**config.mk**
```make
export PLATFORM = sky130hd
export DESIGN_NAME = spi_reg_bridge
export DESIGN_NICKNAME = d
export VERILOG_FILES = /design/src/rtl/spi_pkg.sv /design/src/rtl/cs_sync.sv /design/src/rtl/spi_reg_bridge.sv
export SDC_FILE = /design/constraint.sdc
export NUM_CORES = 1
export LEC_CHECK = 0
export BUFFER_PORTS_ARGS = -buffer_cell sky130_fd_sc_hd__buf_2
export CAP_MARGIN = 15
export CORE_MARGIN = 2
export CORE_UTILIZATION = 40
export DETAILED_ROUTE_END_ITERATION = 10
export HOLD_SLACK_MARGIN = 0.1
export PLACE_DENSITY_LB_ADDON = 0.2
export SLEW_MARGIN = 20
export SYNTH_ARGS = -nofsm -noshare
export SYNTH_HDL_FRONTEND = slang
export SYNTH_HIERARCHICAL = 1
export SYNTH_SLANG_ARGS = --single-unit
```
**constraint.sdc**
```tcl
create_clock -name i_clk -period 1.6 [get_ports i_clk]
set_input_delay 0 -clock i_clk [delete_from_list [all_inputs] [get_ports i_clk]]
set_output_delay 0 -clock i_clk [all_outputs]
set_load 0.03 [all_outputs]
```
**src/rtl/spi_pkg.sv**
```systemverilog
// rtl/spi_pkg.sv - shared SPI frame constants and bridge FSM state encoding
package spi_pkg;
  localparam int FRAME_W       = 16;
  localparam int CMD_RW_BIT    = 15;
  localparam int CMD_BURST_BIT = 14;
  localparam logic [FRAME_W-1:0] IDLE_WORD_DEFAULT = 16'h5A00;

  typedef enum logic [1:0] {
    ST_IDLE   = 2'd0,
    ST_RD_REQ = 2'd1,
    ST_RD_CAP = 2'd2,
    ST_DATA   = 2'd3
  } state_e;
endpackage

```
**src/rtl/cs_sync.sv**
```systemverilog
// rtl/cs_sync.sv - two-flop chip-select synchroniser with rising-edge pulse
module cs_sync (
  input  logic i_clk,
  input  logic i_rst,
  input  logic i_cs,
  output logic o_cs_rise
);
  logic r_meta;
  logic r_sync;
  logic r_prev;

  // Reset to deasserted (high) so leaving reset never looks like a CS release.
  always_ff @(posedge i_clk) begin
    if (i_rst) begin
      r_meta <= 1'b1;
      r_sync <= 1'b1;
      r_prev <= 1'b1;
    end else begin
      r_meta <= i_cs;
      r_sync <= r_meta;
      r_prev <= r_sync;
    end
  end

  assign o_cs_rise = r_sync & ~r_prev;
endmodule

```
**src/rtl/spi_reg_bridge.sv**
```systemverilog
// rtl/spi_reg_bridge.sv - decodes SPI command/data frames into register strobes
// and feeds read data back to the SPI slave's MISO word.
module spi_reg_bridge
  import spi_pkg::*;
#(
  parameter int                 ADDR_W    = 6,
  parameter logic [FRAME_W-1:0] IDLE_WORD = IDLE_WORD_DEFAULT
) (
  input  logic               i_clk,
  input  logic               i_rst,
  input  logic               i_cs,
  input  logic               rec_done,
  input  logic [FRAME_W-1:0] rec_data,
  output logic [FRAME_W-1:0] tx_data,
  output logic [ADDR_W-1:0]  reg_addr,
  output logic               reg_wr_en,
  output logic [FRAME_W-1:0] reg_wdata,
  output logic               reg_rd_en,
  input  logic [FRAME_W-1:0] reg_rdata,
  output logic               busy,
  output logic [7:0]         abort_cnt
);
  state_e             r_state;
  state_e             w_state_nxt;
  logic [FRAME_W-1:0] r_tx_data;
  logic [ADDR_W-1:0]  r_addr;
  logic [FRAME_W-1:0] r_wdata;
  logic               r_wr_en;
  logic               r_rw;
  logic               r_burst;
  logic               r_seen;
  logic [7:0]         r_abort_cnt;
  logic               w_cs_rise;
  logic               w_cmd_accept;
  logic               w_data_frame;
  logic               w_abort;

  cs_sync u_cs_sync (
    .i_clk     (i_clk),
    .i_rst     (i_rst),
    .i_cs      (i_cs),
    .o_cs_rise (w_cs_rise)
  );

  assign w_cmd_accept = (r_state == ST_IDLE) && rec_done && !w_cs_rise;
  assign w_data_frame = (r_state == ST_DATA) && rec_done;
  // A frame landing mid-fetch means the master outran us; CS release before any data frame abandons the command.
  assign w_abort = (rec_done && (r_state == ST_RD_REQ || r_state == ST_RD_CAP)) ||
                   (w_cs_rise && r_state != ST_IDLE && !r_seen && !w_data_frame);

  always_ff @(posedge i_clk) begin
    if (i_rst) r_state <= ST_IDLE;
    else       r_state <= w_state_nxt;
  end

  always_comb begin
    w_state_nxt = r_state;
    unique case (r_state)
      ST_IDLE:   if (w_cmd_accept) w_state_nxt = rec_data[CMD_RW_BIT] ? ST_RD_REQ : ST_DATA;
      ST_RD_REQ: w_state_nxt = ST_RD_CAP;
      ST_RD_CAP: w_state_nxt = ST_DATA;
      ST_DATA:   if (rec_done) w_state_nxt = !r_burst ? ST_IDLE : (r_rw ? ST_RD_REQ : ST_DATA);
      default:   w_state_nxt = ST_IDLE;
    endcase
    if (w_cs_rise) w_state_nxt = ST_IDLE;
  end

  always_comb begin
    busy      = (r_state != ST_IDLE);
    reg_rd_en = (r_state == ST_RD_REQ) && !w_cs_rise;
  end

  always_ff @(posedge i_clk) begin
    if (i_rst) begin
      r_tx_data   <= IDLE_WORD;
      r_addr      <= '0;
      r_wdata     <= '0;
      r_wr_en     <= 1'b0;
      r_rw        <= 1'b0;
      r_burst     <= 1'b0;
      r_seen      <= 1'b0;
      r_abort_cnt <= '0;
    end else begin
      r_wr_en <= 1'b0;
      if (w_cmd_accept) begin
        r_addr  <= rec_data[ADDR_W-1:0];
        r_rw    <= rec_data[CMD_RW_BIT];
        r_burst <= rec_data[CMD_BURST_BIT];
        r_seen  <= 1'b0;
      end
      if (w_data_frame) begin
        r_seen <= 1'b1;
        if (!r_rw) begin
          r_wdata <= rec_data;
          r_wr_en <= 1'b1;
        end else begin
          r_tx_data <= IDLE_WORD;
          if (r_burst) r_addr <= r_addr + 1'b1;
        end
      end
      // Write bursts advance only after the strobe so the strobe sees the current address.
      if (r_wr_en && r_burst && r_state == ST_DATA) r_addr <= r_addr + 1'b1;
      if (r_state == ST_RD_CAP && !w_cs_rise) r_tx_data <= reg_rdata;
      if (w_cs_rise) r_tx_data <= IDLE_WORD;
      if (w_abort && r_abort_cnt != 8'hFF) r_abort_cnt <= r_abort_cnt + 8'd1;
    end
  end

  assign tx_data   = r_tx_data;
  assign reg_addr  = r_addr;
  assign reg_wdata = r_wdata;
  assign reg_wr_en = r_wr_en;
  assign abort_cnt = r_abort_cnt;
endmodule
```
-- After elaboration in Yosys (flattened, before gate mapping)
Index checks and enable logic that the tools add are counted.
- register bits: 55
- input port bits: 36
- output and inout port bits: 49
- logic and storage cells: 68
- add/sub/neg operators: 2
- equality and inequality tests: 6
- muxes and demuxes: 17
- bitwise logic cells: 4
- reductions and logical operators: 27
- operators with widths (cell ; number):
    16-bit 2-to-1 mux ; 3
    6-bit 2-to-1 mux ; 5
    1-bit logical AND ; 12
    2-bit 2-to-1 mux ; 5
    8-bit by 1-bit adder with 8-bit output (second input constant) ; 1
    8-bit inequality test (second input constant) ; 1
    2-bit case mux with 4 select lines ; 1
    2-bit nonzero test ; 4
    6-bit by 1-bit adder with 6-bit output (second input constant) ; 1
    2-bit AND reduction ; 3
    2-bit == test (second input constant) ; 2
    2-bit inequality test (second input constant) ; 2
    2-bit OR reduction ; 2
    1-bit logical NOT ; 3
    1-bit 2-to-1 mux ; 3
    1-bit inverter ; 3
    2-bit by 1-bit == test with 1-bit output (second input constant) ; 1
    2-bit logical NOT ; 1
    1-bit logical OR ; 2
    1-bit AND ; 1

-- Depth between registers and ports, before layout
Gate-level depths: netlist of run 1.
- depth after elaboration: 9
- gate-level depth with buffers: 7
- mapped depth without buffers: 6

-- By module
The synthesis of run 1 kept the hierarchy.
- by module, submodules not included (module ; instances ; cells each ; area an instance (um^2) ; sequential area each (um^2)):
    spi_reg_bridge ; 1 ; 265 ; 2214.6 ; 1041.0
    cs_sync ; 1 ; 7 ; 85.1 ; 60.1

-- Worst setup path before layout of run 1
OpenSTA, ideal clock, no wires.
- kind: register to register
- from: register r_state[0]
- to: register r_abort_cnt[4], in the netlist abort_cnt[4]
- setup time: 0.070 ns
- arrival time: 1.603 ns
- required time: 1.530 ns
- setup slack: -0.073 ns
- stages on the path, launching flop included: 7
- path buffers: 0
- period minus slack after synthesis: 1.673 ns
- path through: dfxtp_1 -> inv_1 -> ha_1 -> nor2_1 -> a32oi_2 -> or4_1 -> a21oi_1
- word-level cells in the longest chain between the ends: 6
- elaborated cells between the ends (all ways): 13
- classes of those cells: eq/ne: 3; reduce/logical: 10
- RTL lines (what ; line ; RTL):
    start, declared ; spi_reg_bridge.sv:23 ; state_e r_state;
    start signal, assigned ; spi_reg_bridge.sv:53 ; else r_state <= w_state_nxt;
    2-bit == test / 2-bit nonzero test (equally long branches) ; spi_reg_bridge.sv:46, spi_reg_bridge.sv:49 ;
    1-bit logical AND (on tied branches) ; spi_reg_bridge.sv:46, spi_reg_bridge.sv:49 ;
    1-bit logical NOT / 1-bit logical AND (equally long branches) ; spi_reg_bridge.sv:49 ; (w_cs_rise && r_state != ST_IDLE && !r_seen && !w_data_frame);
    1-bit logical AND ; spi_reg_bridge.sv:49 ;
    1-bit logical OR (*) ; spi_reg_bridge.sv:48 ; assign w_abort = (rec_done && (r_state == ST_RD_REQ || r_state == ST_RD_CAP)) ||
    1-bit logical AND (*) ; spi_reg_bridge.sv:105 ; if (w_abort && r_abort_cnt != 8'hFF) r_abort_cnt <= r_abort_cnt + 8'd1;
    end signal, assigned ; spi_reg_bridge.sv:105 ;
    end, declared ; spi_reg_bridge.sv:32 ; logic [7:0] r_abort_cnt;
Mark *: on every way between the ends. The rest lies on a longest branch, timed or not.
A chain may end at the register's enable or synchronous reset.

-- Final worst setup path of run 1
- from: register r_state[0]
- to: register r_abort_cnt[7], in the netlist abort_cnt[7]
Same word-level chain as after synthesis.

==> results of run 1 <==
## flip-flops by register name, indices dropped and copies added (netlist names)
name              cells
u_cs_sync/r_prev      1
r_rw                  1
r_seen                1
r_burst               1
reg_wr_en             1
abort_cnt             8
r_state               2
u_cs_sync/r_meta      1
reg_addr              6
reg_wdata            16
tx_data              16
u_cs_sync/r_sync      1
## worst max-delay path by stage
stage	start	to	slack, ns	cells after the start
5_1_grt	r_state[0]	abort_cnt[1]	-0.05	7
3_3_place_gp	r_state[0]	abort_cnt[4]	-0.06	6
6_report	r_state[0]	abort_cnt[7]	-0.01	6
3_5_place_dp	r_state[0]	tx_data[7]	-0.09	6
2_1_floorplan	r_state[0]	abort_cnt[4]	0.02	6
4_1_cts	r_state[0]	abort_cnt[1]	-0.007	7
## layout make-up
class,count,area [µm²],share of cell area (%)
sequential,55,1104,31.60
timing repair buffer,140,939.7,26.91
clock inverter,3,20.02,0.5733
inverter,5,18.77,0.5374
clock buffer,5,68.82,1.971
tap,72,90.09,2.580
multi-input combinational,201,1251,35.83
## timing repair
| action | in CTS | in global routing |
|---|---|---|
| cloned | 0 | 1 |
| gates resized for setup | 6 | 27 |
| pin swaps | 2 | 10 |
| endpoints found under the hold margin | 45 | 0 |
| buffers inserted | 0 | 2 |
| endpoints found under the setup margin | 22 | 33 |
| hold buffers | 35 | 0 |
## layout by cell type (no fill, tap or decap), types with 3 or more instances in the layout
cell,n
ha_1,6
o21ai_0,5
dlygate4sd3_1,35
or3_1,3
buf_6,3
nand2b_1,4
buf_4,18
nand3_1,6
or4_1,3
inv_1,3
buf_2,84
or2_1,3
o31ai_1,3
a21oi_1,34
o22ai_1,7
a22oi_1,13
clkbuf_8,5
nor2b_1,3
dfxtp_1,53
nor2_1,18
nand2_1,48
nor3_1,7
## critical path, delay by kind of cell (launching register included)
kind	cells	cell delay, ns
simple gates	2	0.68
flops	1	0.36
compound gates	2	0.30
fa+ha+maj	1	0.16
buf+inv	1	0.05
## per-layer routing
metal  part of all wire (%)  vias up
li1                       -     1234
met1                     46     1110
met2                     47       78
met3                    5.2        6
met4                    1.2        0
met5                      0        -
## metrics by stage
step                hold slack [ns]  setup TNS (ns)  setup WS [ns]  instance area, µm²  utilization [%]
CTS                          0.1771       -0.007109      -0.007109                3351            60.48
finish                       0.2211        -0.01420       -0.01420                3492            63.03
global placement             0.1818         -0.7527       -0.06215                2887            52.10
floorplan                   0.09714               0        0.01589                2305                -
detailed placement           0.1803          -1.271       -0.09021                2887            52.10
global route                 0.2219         -0.1665       -0.04906                3492            63.03
## power groups by stage
stage	Sequential [mW]	Clock [mW]	Combinational, mW
after floorplan	1.95	0	0.824
after global placement	1.69	0	1.61
after detailed placement	1.69	0	1.63
after CTS	1.66	0.789	1.77
after global routing	1.69	0.856	2.21
final	1.67	0.763	2.03
## synth_stat cells (2+ instances only)
cell and n:
dfxtp_1 55, nand2_1 49, a21oi_1 38, nor2_1 21
a22oi_1 13, ha_1 7, nor3_1 7, o21ai_0 7
o22ai_1 7, nand3_1 6, inv_1 5, nor2b_1 5
buf_2 4, clkbuf_1 4, nand2b_1 4, o31ai_1 4
and2_1 3, or2_1 3, or3_1 3, or4_1 3
nand3b_1 2, nor4_1 2, o211ai_1 2, or2_2 2
## cell families after synthesis
kind of cell | Yosys count | share of synthesized area [%]
AOI/OAI and AO/OA | 76 | 20.08
buffers and inverters | 17 | 3.917
DFF | 55 | 47.88
adders and majority gates | 7 | 3.808
muxes | 1 | 0.4896
and+or+nand+nor | 116 | 23.83
==> results.toml, run 1 <==
[pwr]
p_leak_nw = 1.469
combPwrFrac_pct = 45.4
max-vdd-ir-drop_v = 0.0006959
switching_share_pct = 38.64
p_total_mw = 4.464
pwr-share-seq_pct = 37.5
clkPwrFrac_pct = 17.1
power.density_mw_per_mm2 = 1278
internal_power_mw = 2.739
switching_power_mw = 1.725

[detailed_routing]
wirelength_um = 6255
ant_nets = 0
drtIter0Drc = 117
drc_errors = 0
wire_per_inst_um = 13.00
firstDrtPassIters = 4
routed_via_density = 5.048
num_vias = 2428

[sta]
fmax_mhz = 619.5
hold_violations = 0
skew_ns = 0.008216
tightest_slew_ns = 0.4305
rsz0062_at_grt = "true"
period_minus_slack_ns = 1.614
setup_viol = 1
slew_viol_final = 0
period_share_pct = 100.9
maxSlewHeadroom_pct = 71.20
setup_slack_ns = -0.01420

[synth]
synthCells = 272
mappedNetlistNets = 315
yosysTopAreaCell = "dfxtp_1"
synth_ff_type = "dfxtp_1"
syn_avg_cell_area_um2 = 8.455
syn_area_mm2 = 0.002300
async_reset_ff_share_pct = 0
synth_edf_count = 0
ys_seq_elements = 55
ys.warnings.count = 6
synth.top_cells.by_area = "dfxtp_1 48%, a21oi_1 8.3%, nand2_1 8.0%"
yosysUniqueCellTypes = 40
synth_top_area_share_pct = 47.88
synth_seq_area_share_pct = 47.88

[min_path]
worst_hold_path.num_cells = 4
hp-class = "in2reg"
holdPathEnd = "r_state[1]"
hold_path_startpoint = "rec_done"

[critical_path]
crit_slowest_cell = "or4_1"
r2r_setup_slack_ns = -0.01
reg2reg_depth = 6
criticalPathCategory = "reg2reg"
slowest_delay_ns = 0.55
path_max_fanout = 6
crit_chain = "inv_2 > ha_4 > nor2_4 > a32oi_4 > or4_1 > a21oi_1"
worstPathArrival_ns = 1.86
rr_startpoint = "r_state[0]"
startpoint_type = "flop"
required_ns = 1.84
r2r-end = "abort_cnt[7]"
end_kind = "flop"

[clock_tree]
cts_buffers = 5
insertion_delay_ns = 0.30
cts.sink_count = 55
cts_tree = "done"
ctsHtreeMaxLevel = 2
clockBufferDepth = 2
clock-root-buffer = "clkbuf_8"
cts.clk_slew.worst_paths_ns = 0.10

[placement]
routabilityCongestion = 0.7755
place_inst = 435
numPortBuffers = 84
post-dp-hpwl_um = 4037

[floorplanning]
start_util_pct = 41.51
dieArea_mm2 = 0.006372
die_y_um = 79.83
rows = 27
die_w_um = 79.83
io_pins = 85
coreArea_mm2 = 0.005540

[finish]
n_antenna_cell = 0
fill_cells = 489
drive_gt1_share_pct = 35.21
final_cells = 481
fin_nets = 451
areaGrowthSynthToFinish_pct = 51.85

[global_routing]
grt_pass1_wl_um = 9867
use_met3_pct = 4.412
met1_usage_pct = 22.59
grt_max_degree = 37
use_met2_pct = 33.36
track_usage_pct = 18.96
antenna_found_initial = 0
grt_most_used_layer = "met2"
gr-total-overflow = 0
grt_pass1_vias = 2307

[job]
drv_cap = 0

[status]
outcome = "finished with violations"
violations = "negative setup slack"
Power figures use the tool's default switching activity.
==> run 2: changes to the inputs <==
- CTS_CLUSTER_SIZE: unset -> 40
- SETUP_SLACK_MARGIN: unset -> 0.2
==> results.toml, run 2 (synthesis gave the netlist of run 1 again) <==
[critical_path]
startpoint_type = "flop"
path_max_fanout = 7
required_ns = 1.85
end_kind = "flop"
worstPathArrival_ns = 1.78
reg2reg_depth = 6
criticalPathCategory = "reg2reg"

[sta]
setup_viol = 0
period_minus_slack_ns = 1.529
maxSlewHeadroom_pct = 71.14
hold_violations = 0
tightest_slew_ns = 0.4329
rsz0062_at_grt = "true"
slew_viol_final = 0
fmax_mhz = 654.0
period_share_pct = 95.57
skew_ns = 0.007912

[clock_tree]
ctsHtreeMaxLevel = 2
cts.sink_count = 55
cts_buffers = 5
clockBufferDepth = 2
cts_tree = "done"
clock-root-buffer = "clkbuf_8"
insertion_delay_ns = 0.31
cts.clk_slew.worst_paths_ns = 0.10

[detailed_routing]
drc_errors = 0
num_vias = 2501
wire_per_inst_um = 14.01
firstDrtPassIters = 4
wirelength_um = 6823
ant_nets = 0
routed_via_density = 5.136
drtIter0Drc = 52

[floorplanning]
dieArea_mm2 = 0.006372
rows = 27
io_pins = 85
die_w_um = 79.83
die_y_um = 79.83
start_util_pct = 41.51
coreArea_mm2 = 0.005540

[pwr]
max-vdd-ir-drop_v = 0.0006377
p_leak_nw = 1.507
power.density_mw_per_mm2 = 1288

[global_routing]
gr-total-overflow = 0
grt_pass1_vias = 2345
met1_usage_pct = 25.28
track_usage_pct = 20.86
grt_max_degree = 37
use_met3_pct = 4.072
grt_most_used_layer = "met2"
use_met2_pct = 36.89
grt_pass1_wl_um = 10540
antenna_found_initial = 0

[placement]
place_inst = 431
routabilityCongestion = 0.8110
numPortBuffers = 84
post-dp-hpwl_um = 4019

[finish]
final_cells = 487
fin_util_pct = 66.01
layout_common_cells = "83 x buf_2, 50 x dfxtp_1, 47 x nand2_1"
drive_gt1_share_pct = 40.24
fin_nets = 457
areaGrowthSynthToFinish_pct = 59.03
n_antenna_cell = 0
layout_commonest_cell = "buf_2"

[job]
drv_cap = 0

[min_path]
worst_hold_path.num_cells = 4
hp-class = "in2reg"

[status]
outcome = "finished clean"
==> run 2: cell types whose count changed in the layout (fill, tap and decap cells not counted), sizes merged <==
cell      before  now
and2           3    4
buf          105  107
clkbuf         5    6
clkinvlp       2    1
nor2b          5    6
or2            5    7
==> run 2: worst paths after layout <==
| kind | start | end | slack, ns |
|---|---|---|---|
| max reg2reg | r_state[1] | abort_cnt[7] | 0.07 |
| min reg2reg | u_cs_sync/r_meta | u_cs_sync/r_sync | 0.42 |
| min | rec_done | r_state[1] | 0.26 |
| max | r_state[1] | abort_cnt[7] | 0.07 |
==> run 2: where the power goes <==
part	switching [mW]	internal (mW)	total [mW]	leakage, nW
registers	0.146	1.55	1.69	0.449
clock network	0.449	0.307	0.756	0.0412
logic	1.23	1.03	2.26	1.02
==> run 2: final cells by class <==
type / count / area (µm²)
flip-flops and latches: 55 / 1107
clock inverters: 2 / 12.51
fillers: 473 / 1883
well taps: 72 / 90.09
clock buffers: 6 / 72.57
repair buffers: 142 / 972.2
multi-input cells: 205 / 1384
inverters: 5 / 18.77
==> run 2: timing repair <==
item | 4_1_cts | 5_1_grt
hold buffers | 35 | 0
endpoints found under the hold margin | 45 | 0
buffers inserted | 3 | 4
endpoints found under the setup margin | 48 | 50
pin swaps | 12 | 9
gates resized for setup | 33 | 29
cloned | 4 | 2
==> run 2: layer usage <==
metal	vias up	share of wire [%]
met4	0	0.91
met3	7	5.7
met1	1154	43
met5	-	0
li1	1249	-
met2	91	50
==> run 2: worst max-delay path: stages (launching register included) <==
cell and delay [ns]:
dfxtp_2 0.36, inv_2 0.05, ha_4 0.17, nor2_4 0.11, a32oi_4 0.16, or4_1 0.49
a21oi_1 0.13
==> run 2: per-stage QoR <==
stage / hold slack [ns] / cell area, µm² / setup TNS [ns] / power (mW) / setup slack [ns]
floorplan: 0.09714 / 2323 / 0 / 2.821 / 0.09507
global placement: 0.1820 / 2875 / -0.7991 / 3.324 / -0.07064
detailed placement: 0.1811 / 2875 / -0.7589 / 3.348 / -0.07168
CTS: 0.1830 / 3485 / 0 / 4.466 / 0.06746
global route: 0.2824 / 3657 / 0 / 4.999 / 0.001613
finish: 0.2634 / 3657 / 0 / 4.711 / 0.07092
==> run 3: changes to the inputs <==
- clock period: 1.6 -> 1.5 ns (I/O delays scaled with it)
==> results.toml, run 3 (synthesis gave the netlist of run 1 again) <==
[status]
outcome = "finished with violations"
violations = "negative setup slack"

[floorplanning]
die_y_um = 79.83
io_pins = 85
coreArea_mm2 = 0.005540
start_util_pct = 41.51
rows = 27
dieArea_mm2 = 0.006372
die_w_um = 79.83

[sta]
setup_viol = 7
whs_ns = 0.1128
slew_viol_final = 0
period_share_pct = 106.2
skew_ns = 0.006352
period_minus_slack_ns = 1.593
setup_slack_ns = -0.09291
rsz0062_at_grt = "true"
maxSlewHeadroom_pct = 69.38
hold_violations = 0
tightest_slew_ns = 0.4593
fmax_mhz = 627.8

[critical_path]
crit_slowest_cell = "or4_1"
critPathTopFamily = "simple AND/OR/NAND/NOR gates"
criticalPathCategory = "reg2reg"
cp-startpoint = "r_state[1]"
r2r-end = "abort_cnt[7]"
crit_buf_inv = 1
reg2reg_depth = 6
rr_startpoint = "r_state[1]"
r2r_setup_slack_ns = -0.09
crit_chain = "inv_2 > ha_4 > nor2_4 > a32oi_4 > or4_1 > a21oi_1"
worstPathArrival_ns = 1.84
required_ns = 1.75
slowest_delay_ns = 0.53
path_max_fanout = 5
end_kind = "flop"
startpoint_type = "flop"

[finish]
fill_cells = 445
layout_common_cells = "82 x buf_2, 48 x dfxtp_1, 47 x nand2_1"
n_antenna_cell = 0
fin_nets = 459
layout_commonest_cell = "buf_2"
drive_gt1_share_pct = 45.32
seq_area_mm2 = 0.001110
areaGrowthSynthToFinish_pct = 65.56
multi_input_area_mm2 = 0.001456

[placement]
routabilityCongestion = 0.8209
pre_cts_ws_ns = -0.1486
post-dp-hpwl_um = 4102
numPortBuffers = 84

[clock_tree]
insertion_delay_ns = 0.31
cts.clk_slew.worst_paths_ns = 0.10
clock-root-buffer = "clkbuf_8"
cts.sink_count = 55
clockBufferDepth = 2
cts_buffers = 5
cts_tree = "done"
ctsHtreeMaxLevel = 2

[detailed_routing]
firstDrtPassIters = 4
num_vias = 2511
routed_via_density = 5.135
ant_nets = 0
wirelength_um = 6919
drtIter0Drc = 106
drc_errors = 0
wire_per_inst_um = 14.15

[pwr]
p_total_mw = 5.502
p_leak_nw = 1.572
max-vdd-ir-drop_v = 0.0007688
power.density_mw_per_mm2 = 1445

[global_routing]
grt_pass1_vias = 2359
grt_max_degree = 23
antenna_found_initial = 0
track_usage_pct = 20.41
grt_pass1_wl_um = 10430
gr-total-overflow = 0

[min_path]
hp-class = "in2reg"
worst_hold_path.num_cells = 2
hold_path_startpoint = "i_rst"
holdPathEnd = "reg_wr_en"

[job]
drv_cap = 0
## run 3: timing repair
item,CTS,global route
endpoints found under the setup margin,50,54
gates cloned,3,1
pin swaps,17,22
resized for setup,41,35
setup buffers,3,4
hold buffers,33,0
hold endpoints to repair,42,0
## run 3: metrics by stage
| stage | area (µm²) | setup TNS, ns | instances | util, % |
|---|---|---|---|---|
| after floorplan | 2350 | 0 | 272 | - |
| after global placement | 2943 | -1.867 | 437 | 53.12 |
| after detailed placement | 2943 | -1.952 | 437 | 53.12 |
| after CTS | 3623 | -0.1742 | 484 | 65.40 |
| after global routing | 3807 | -1.362 | 489 | 68.72 |
| final | 3807 | -0.3216 | 489 | 68.72 |
## run 3: power by group
group / internal (mW) / leakage [nW] / switching (mW) / total [mW]
Clock: 0.550 / 0.0618 / 0.492 / 1.04
Sequential: 1.65 / 0.449 / 0.157 / 1.81
Combinational: 1.24 / 1.06 / 1.41 / 2.65
## run 3: cell type report
class	count	share of cell area (%)
clock buffers	6	2.169
clock inverters	2	1.019
inverters	5	0.4929
multi-input cells	203	38.25
flip-flops and latches	55	29.15
well taps	72	2.366
repair buffers	146	26.55
## run 3: layer usage
layer | track usage [%] | up-vias | part of all wire (%)
met2 | 36.64 | 84 | 51
met4 | 6.271 | 0 | 1.5
met5 | 0 | - | 0
li1 | - | 1250 | -
met3 | 4.638 | 10 | 5.1
met1 | 24.10 | 1167 | 42
## run 3: worst max-delay path by stage
stage,slack [ns],depth (start not counted),endpoint
after floorplan,0.0006,7,abort_cnt[1]
after global placement,-0.14,6,tx_data[0]
after detailed placement,-0.15,6,tx_data[13]
after CTS,-0.05,6,abort_cnt[7]
after global routing,-0.14,7,abort_cnt[2]
final,-0.09,6,abort_cnt[7]
